`config.mk`:
```
export PLATFORM = sky130hd
export DESIGN_NAME = obl_sequencer
export DESIGN_NICKNAME = d
export VERILOG_FILES = /design/src/rtl/obl_sequencer.sv
export SDC_FILE = /design/constraint.sdc
export NUM_CORES = 1
export LEC_CHECK = 0
export ABC_AREA = 1
export BUFFER_PORTS_ARGS = -buffer_cell sky130_fd_sc_hd__buf_2
export CAP_MARGIN = 30
export CORE_ASPECT_RATIO = 0.5
export CORE_MARGIN = 1
export CORE_UTILIZATION = 58
export DETAILED_ROUTE_END_ITERATION = 10
export GPL_ROUTABILITY_DRIVEN = 0
export GPL_TIMING_DRIVEN = 0
export PLACE_DENSITY = 0.92
export REMOVE_ABC_BUFFERS = 1
export SYNTH_ARGS = -nofsm -noshare
export SYNTH_HDL_FRONTEND = slang
export SYNTH_SLANG_ARGS = --single-unit
```
`constraint.sdc`:
```
create_clock -name clk -period 4.9 [get_ports clk]
set_input_delay 0.98 -clock clk [delete_from_list [all_inputs] [get_ports clk]]
set_output_delay 0.98 -clock clk [all_outputs]
set_load 0.005 [all_outputs]
```
`src/rtl/obl_sequencer.sv`:
```
`default_nettype none
// ============================================================================
// Module  : obl_sequencer
// Purpose : Digit-serial BCD compute sequencer (ADD/SUB/AND/OR/XOR/pass), LSD first.
// Revision: 1.0 - initial release
// ============================================================================
module obl_sequencer #(
    parameter int DIGITS = 4
) (
    input  logic                  clk,
    input  logic                  rst,
    input  logic                  req,
    input  logic [2:0]            op,
    input  logic [4*DIGITS-1:0]   a_bcd,
    input  logic [4*DIGITS-1:0]   b_bcd,
    output logic [4*DIGITS-1:0]   result,
    output logic                  ovf,
    output logic                  neg,
    output logic                  busy,
    output logic                  end_obl
);
    localparam int W  = 4 * DIGITS;
    localparam int CW = (DIGITS > 1) ? $clog2(DIGITS) : 1;

    localparam logic [2:0] SL_ADD = 3'd0;
    localparam logic [2:0] SL_SUB = 3'd1;
    localparam logic [2:0] SL_AND = 3'd2;
    localparam logic [2:0] SL_OR  = 3'd3;
    localparam logic [2:0] SL_XOR = 3'd4;

    typedef enum logic [1:0] {
        S_IDLE = 2'd0,
        S_RUN  = 2'd1,
        S_FIX  = 2'd2,
        S_DONE = 2'd3
    } state_t;

    state_t          state_q, state_d;
    logic [CW-1:0]   cnt_q, cnt_d;
    logic            carry_q, carry_d;
    logic [W-1:0]    a_q, a_d, b_q, b_d;
    logic [2:0]      op_q, op_d;
    logic [W-1:0]    result_q, result_d;
    logic            ovf_q, ovf_d, neg_q, neg_d;
    logic            busy_q, busy_d, end_obl_q, end_obl_d;

    logic [3:0]      dig_a, dig_b, res_dig;
    logic [3:0]      x, y, nib, digit;
    logic [2:0]      eff_op;
    logic [4:0]      sum, diff;
    logic            c_out;
    logic            last;

    always_comb begin
        dig_a   = '0;
        dig_b   = '0;
        res_dig = '0;
        for (int i = 0; i < DIGITS; i++) begin
            if (cnt_q == CW'(i)) begin
                dig_a   = a_q[4*i +: 4];
                dig_b   = b_q[4*i +: 4];
                res_dig = result_q[4*i +: 4];
            end
        end
    end

    // FIX reuses the subtractor as 0 - result_i - borrow to undo the ten's complement.
    always_comb begin
        x      = dig_a;
        y      = dig_b;
        eff_op = op_q;
        if (state_q == S_FIX) begin
            x      = 4'd0;
            y      = res_dig;
            eff_op = SL_SUB;
        end
        sum   = {1'b0, x} + {1'b0, y} + {4'd0, carry_q};
        diff  = {1'b0, x} - {1'b0, y} - {4'd0, carry_q};
        nib   = 4'd0;
        digit = x;
        c_out = 1'b0;
        case (eff_op)
            SL_ADD: begin
                if (sum > 5'd9) begin
                    digit = 4'(sum - 5'd10);
                    c_out = 1'b1;
                end else begin
                    digit = sum[3:0];
                end
            end
            SL_SUB: begin
                if (diff[4]) begin
                    digit = 4'(diff + 5'd10);
                    c_out = 1'b1;
                end else begin
                    digit = diff[3:0];
                end
            end
            SL_AND, SL_OR, SL_XOR: begin
                if (eff_op == SL_AND)     nib = x & y;
                else if (eff_op == SL_OR) nib = x | y;
                else                      nib = x ^ y;
                digit = (nib > 4'd9) ? (nib - 4'd10) : nib;
            end
            default: digit = x;
        endcase
    end

    always_comb begin
        state_d  = state_q;
        cnt_d    = cnt_q;
        carry_d  = carry_q;
        a_d      = a_q;
        b_d      = b_q;
        op_d     = op_q;
        result_d = result_q;
        ovf_d    = ovf_q;
        neg_d    = neg_q;
        last     = (cnt_q == CW'(DIGITS - 1));
        case (state_q)
            S_IDLE: begin
                if (req) begin
                    a_d     = a_bcd;
                    b_d     = b_bcd;
                    op_d    = op;
                    cnt_d   = '0;
                    carry_d = 1'b0;
                    ovf_d   = 1'b0;
                    neg_d   = 1'b0;
                    state_d = S_RUN;
                end
            end
            S_RUN, S_FIX: begin
                if (!req) begin
                    state_d = S_IDLE;
                end else begin
                    for (int i = 0; i < DIGITS; i++) begin
                        if (cnt_q == CW'(i)) result_d[4*i +: 4] = digit;
                    end
                    carry_d = c_out;
                    cnt_d   = cnt_q + CW'(1);
                    if (last) begin
                        cnt_d   = '0;
                        state_d = S_DONE;
                        if (state_q == S_FIX) begin
                            neg_d = 1'b1;
                        end else if (op_q == SL_ADD) begin
                            ovf_d = c_out;
                        end else if (op_q == SL_SUB && c_out) begin
                            carry_d = 1'b0;
                            state_d = S_FIX;
                        end
                    end
                end
            end
            default: begin
                if (!req) state_d = S_IDLE;
            end
        endcase
        busy_d    = (state_d == S_RUN) || (state_d == S_FIX);
        end_obl_d = (state_d == S_DONE);
    end

    always_ff @(posedge clk or negedge rst) begin
        if (!rst) begin
            state_q   <= S_IDLE;
            cnt_q     <= '0;
            carry_q   <= 1'b0;
            a_q       <= '0;
            b_q       <= '0;
            op_q      <= '0;
            result_q  <= '0;
            ovf_q     <= 1'b0;
            neg_q     <= 1'b0;
            busy_q    <= 1'b0;
            end_obl_q <= 1'b0;
        end else begin
            state_q   <= state_d;
            cnt_q     <= cnt_d;
            carry_q   <= carry_d;
            a_q       <= a_d;
            b_q       <= b_d;
            op_q      <= op_d;
            result_q  <= result_d;
            ovf_q     <= ovf_d;
            neg_q     <= neg_d;
            busy_q    <= busy_d;
            end_obl_q <= end_obl_d;
        end
    end

    assign result  = result_q;
    assign ovf     = ovf_q;
    assign neg     = neg_q;
    assign busy    = busy_q;
    assign end_obl = end_obl_q;

endmodule
`default_nettype wire
```
==> run_results.csv <==
group,metric,value,unit
clock_network,h-tree-depth,3,
routing,drtIter0Drc,635,
worst_setup_path,crit_start,"cnt_q[1]",
grt,grt_pass1_vias,3677,
worst_setup_path,crit_path_end_kind,"flip-flop",
worst_setup_path,reg2reg_depth,26,
grt,gr-usage-all-layers,33.9,%
clock_network,root_buffer,"clkbuf_16",
die,die_h,59.7,um
sta,slew_viol_final,0,
placed_design,port_buffers,57,
synth,seq_area_frac_synth,38.9,%
routing,wirelength,11500,um
run,cap_violations,0,
synth,synthDistinctLibCells,37,
routing,num_vias,3814,
synth,yosysTopAreaCell,"dfrtp_1",
grt,grt_overflow,0,
worst_setup_path,worstSetupPathDepth,26,
die,core_area,6230,um^2
sta,hold_viol,0,
worst_setup_path,crit_family,"adder cells",
final_layout,layout_commonest_cell,"nand2_1",
die,die_area,7000,um^2
sta,finClkSkew,6.73,ps
synth,ys_ff_latch,60,
clock_network,cts_made_buffers,9,
final_layout,mostFrequentLayoutCells,"113 x nand2_1, 60 x dfrtp_1, 57 x buf_2",
worst_setup_path,endpoint,"busy",
clock_network,cts_hold_buf,0,
sta,finalSetupTns,0,ps
sta,clock.fmax,0.214,GHz
worst_setup_path,worstSetupPathType,"flip-flop to flip-flop",
die,rows,20,
synth,synth_top_cell_area_share,38.9,%
final_layout,seqCellArea,1500,um^2
final_layout,multi_input_area,2100,um^2
routing,postRouteAntennaNets,0,
hold_path,min_path_type,"flip-flop to flip-flop",
clock_network,clockBufferDepth,2,
routing,drc,0,
grt,antenna_found_initial,0,
worst_setup_path,arrival,4880,ps
die,ioPinCount,58,
worst_setup_path,worstPathMaxFanout,14,
final_layout,fin_nets,586,
worst_setup_path,critPathLaunchType,"flip-flop",
worst_setup_path,reg2reg_from,"cnt_q[1]",
final_layout,drive_gt1_share,27.0,%
final_layout,syn2layout_area_growth,19.3,%
clock_network,clk_latency,330,ps
routing,drtPass1Iterations,10,
sta,final.min_clock_period,4670,ps
worst_setup_path,r2r_setup_slack,230,ps
final_layout,fillers,392,
final_layout,n_antenna_cell,0,
worst_setup_path,critPathRequiredTime,5120,ps
sta,setup_viol,0,
clock_network,numClockSinks,60,
sta,fin_crit_sh,95.3,%
final_layout,fin_util,73.9,%
synth,synthTopCellsByArea,"dfrtp_1 39%, nand2_1 11%, mux2_2 9.6%",
routing,wl_per_cell,18.8,um
worst_setup_path,crit_path_max_incr_delay,580,ps
die,initial_core_util,61.9,%
sta,rsz0062_at_grt,"no",
clock_network,cts.clk_slew.worst_paths,50,ps
synth,netlist_instances,456,
worst_setup_path,crit_path_frequent_cell,"nand2_1",
die,dieWidth,117,um
synth,synth_area,3860,um^2
sta,slew_headroom,40.4,%
worst_setup_path,rr_endpoint,"busy",
worst_setup_path,critPathSlowestCell,"ha_1",
routing,via_per_inst,6.24,
clock_network,tritoncts,"built",
synth,syn_area_per_cell,8.46,um^2
worst_setup_path,path_buf_inv,4,
synth,yosys_warnings,0,
placed_design,hpwl,7180,um
sta,worstMarginPinSlew,891,ps
grt,grt_first_pass_wirelength,17800,um
grt,grt_max_degree,35,
outcome,run_status,"finished clean",
[worst min path at each step]
stage                 from  depth (start not counted)     end
floorplan              neg                          2     neg
global placement       ovf                          2     ovf
detailed placement     ovf                          2     ovf
CTS                 a_q[3]                          1  a_q[3]
global route        a_q[3]                          1  a_q[3]
finish              a_q[3]                          1  a_q[3]
[registers in the layout, indices dropped and copies added (netlist names)]
name     flops
busy         1
neg          1
state_q      2
carry_q      1
result      16
op_q         3
cnt_q        2
b_q         16
a_q         16
end_obl      1
ovf          1
[worst register-to-register path, cell delays in order (launching register included)]
cell and delay, ps:
dfrtp_1 420, inv_1 120, ha_1 580, a22oi_1 320
nand2_1 170, o21ai_0 150, a21oi_1 210, nand2_1 150
fa_1 420, inv_1 100, fa_1 450, inv_1 120
ha_1 160, nand2_1 50, nand2_1 50, nand2_1 50
inv_1 60, nand3_2 100, nand2_2 110, nand2_1 70
o21ai_2 90, nand2_1 60, nand2_1 60, nand2_1 70
nand2_2 70, nand2_1 60, ha_1 270
[through the flow]
step | cells | area [um^2] | setup WS, ps | hold WS, ps
floorplan | 447 | 3810 | 997 | 476
global placement | 592 | 4200 | 376 | 465
detailed placement | 594 | 4250 | 237 | 496
CTS | 609 | 4580 | 223 | 507
global route | 611 | 4600 | 12.1 | 512
finish | 611 | 4600 | 231 | 507
[cells by family (layout without fill, tap and decap cells)]
family / count (synthesis) / in the layout / share of synthesized area, %
fa+ha+maj: 29 / 29 / 10.2
mux: 33 / 33 / 9.63
buf+inv: 65 / 132 / 6.84
simple gates: 216 / 216 / 25.6
compound gates: 53 / 53 / 8.86
flops: 60 / 60 / 38.9
[routing by layer]
| layer | track usage [%] | vias to the layer above | share of wire, % |
|---|---|---|---|
| li1 | - | 1634 | - |
| met1 | 38.4 | 1760 | 37 |
| met2 | 56.0 | 304 | 44 |
| met3 | 14.2 | 116 | 12 |
| met4 | 19.5 | 0 | 7.0 |
| met5 | 0 | - | 0 |
[area by class of cell]
type | count | share of cell area, %
flip-flops and latches | 60 | 32.6
well taps | 88 | 2.39
clock buffers | 11 | 5.49
multi-input cells | 331 | 45.7
repair buffers | 61 | 7.56
clock inverters | 4 | 1.58
inverters | 56 | 4.68
[cell usage after synthesis (all sizes together)]
cell type  count
nor3           2
nand3b         5
fa             4
o22ai          3
dfrtp         60
nand3         47
o2111ai        1
clkinv         1
a221oi         1
ha            25
o32ai          1
a31oi          1
clkbuf         2
a22oi          9
o211ai         8
inv           55
buf            7
mux2          33
nor2          34
o21ai         13
a21oi         15
nand2        124
a21boi         1
or2            2
nand4          2
[what timing repair did]
action                     4_1_cts  5_1_grt
gates cloned                     0        0
pin swaps                        0        1
hold endpoints to repair         0        0
buffers inserted                 0        2
setup endpoints to repair        1        2
gates resized for setup          1        2
Power is left out: the tool's default activity adds up to more than one toggle a clock period on the data nets, which glitch-free logic cannot reach.
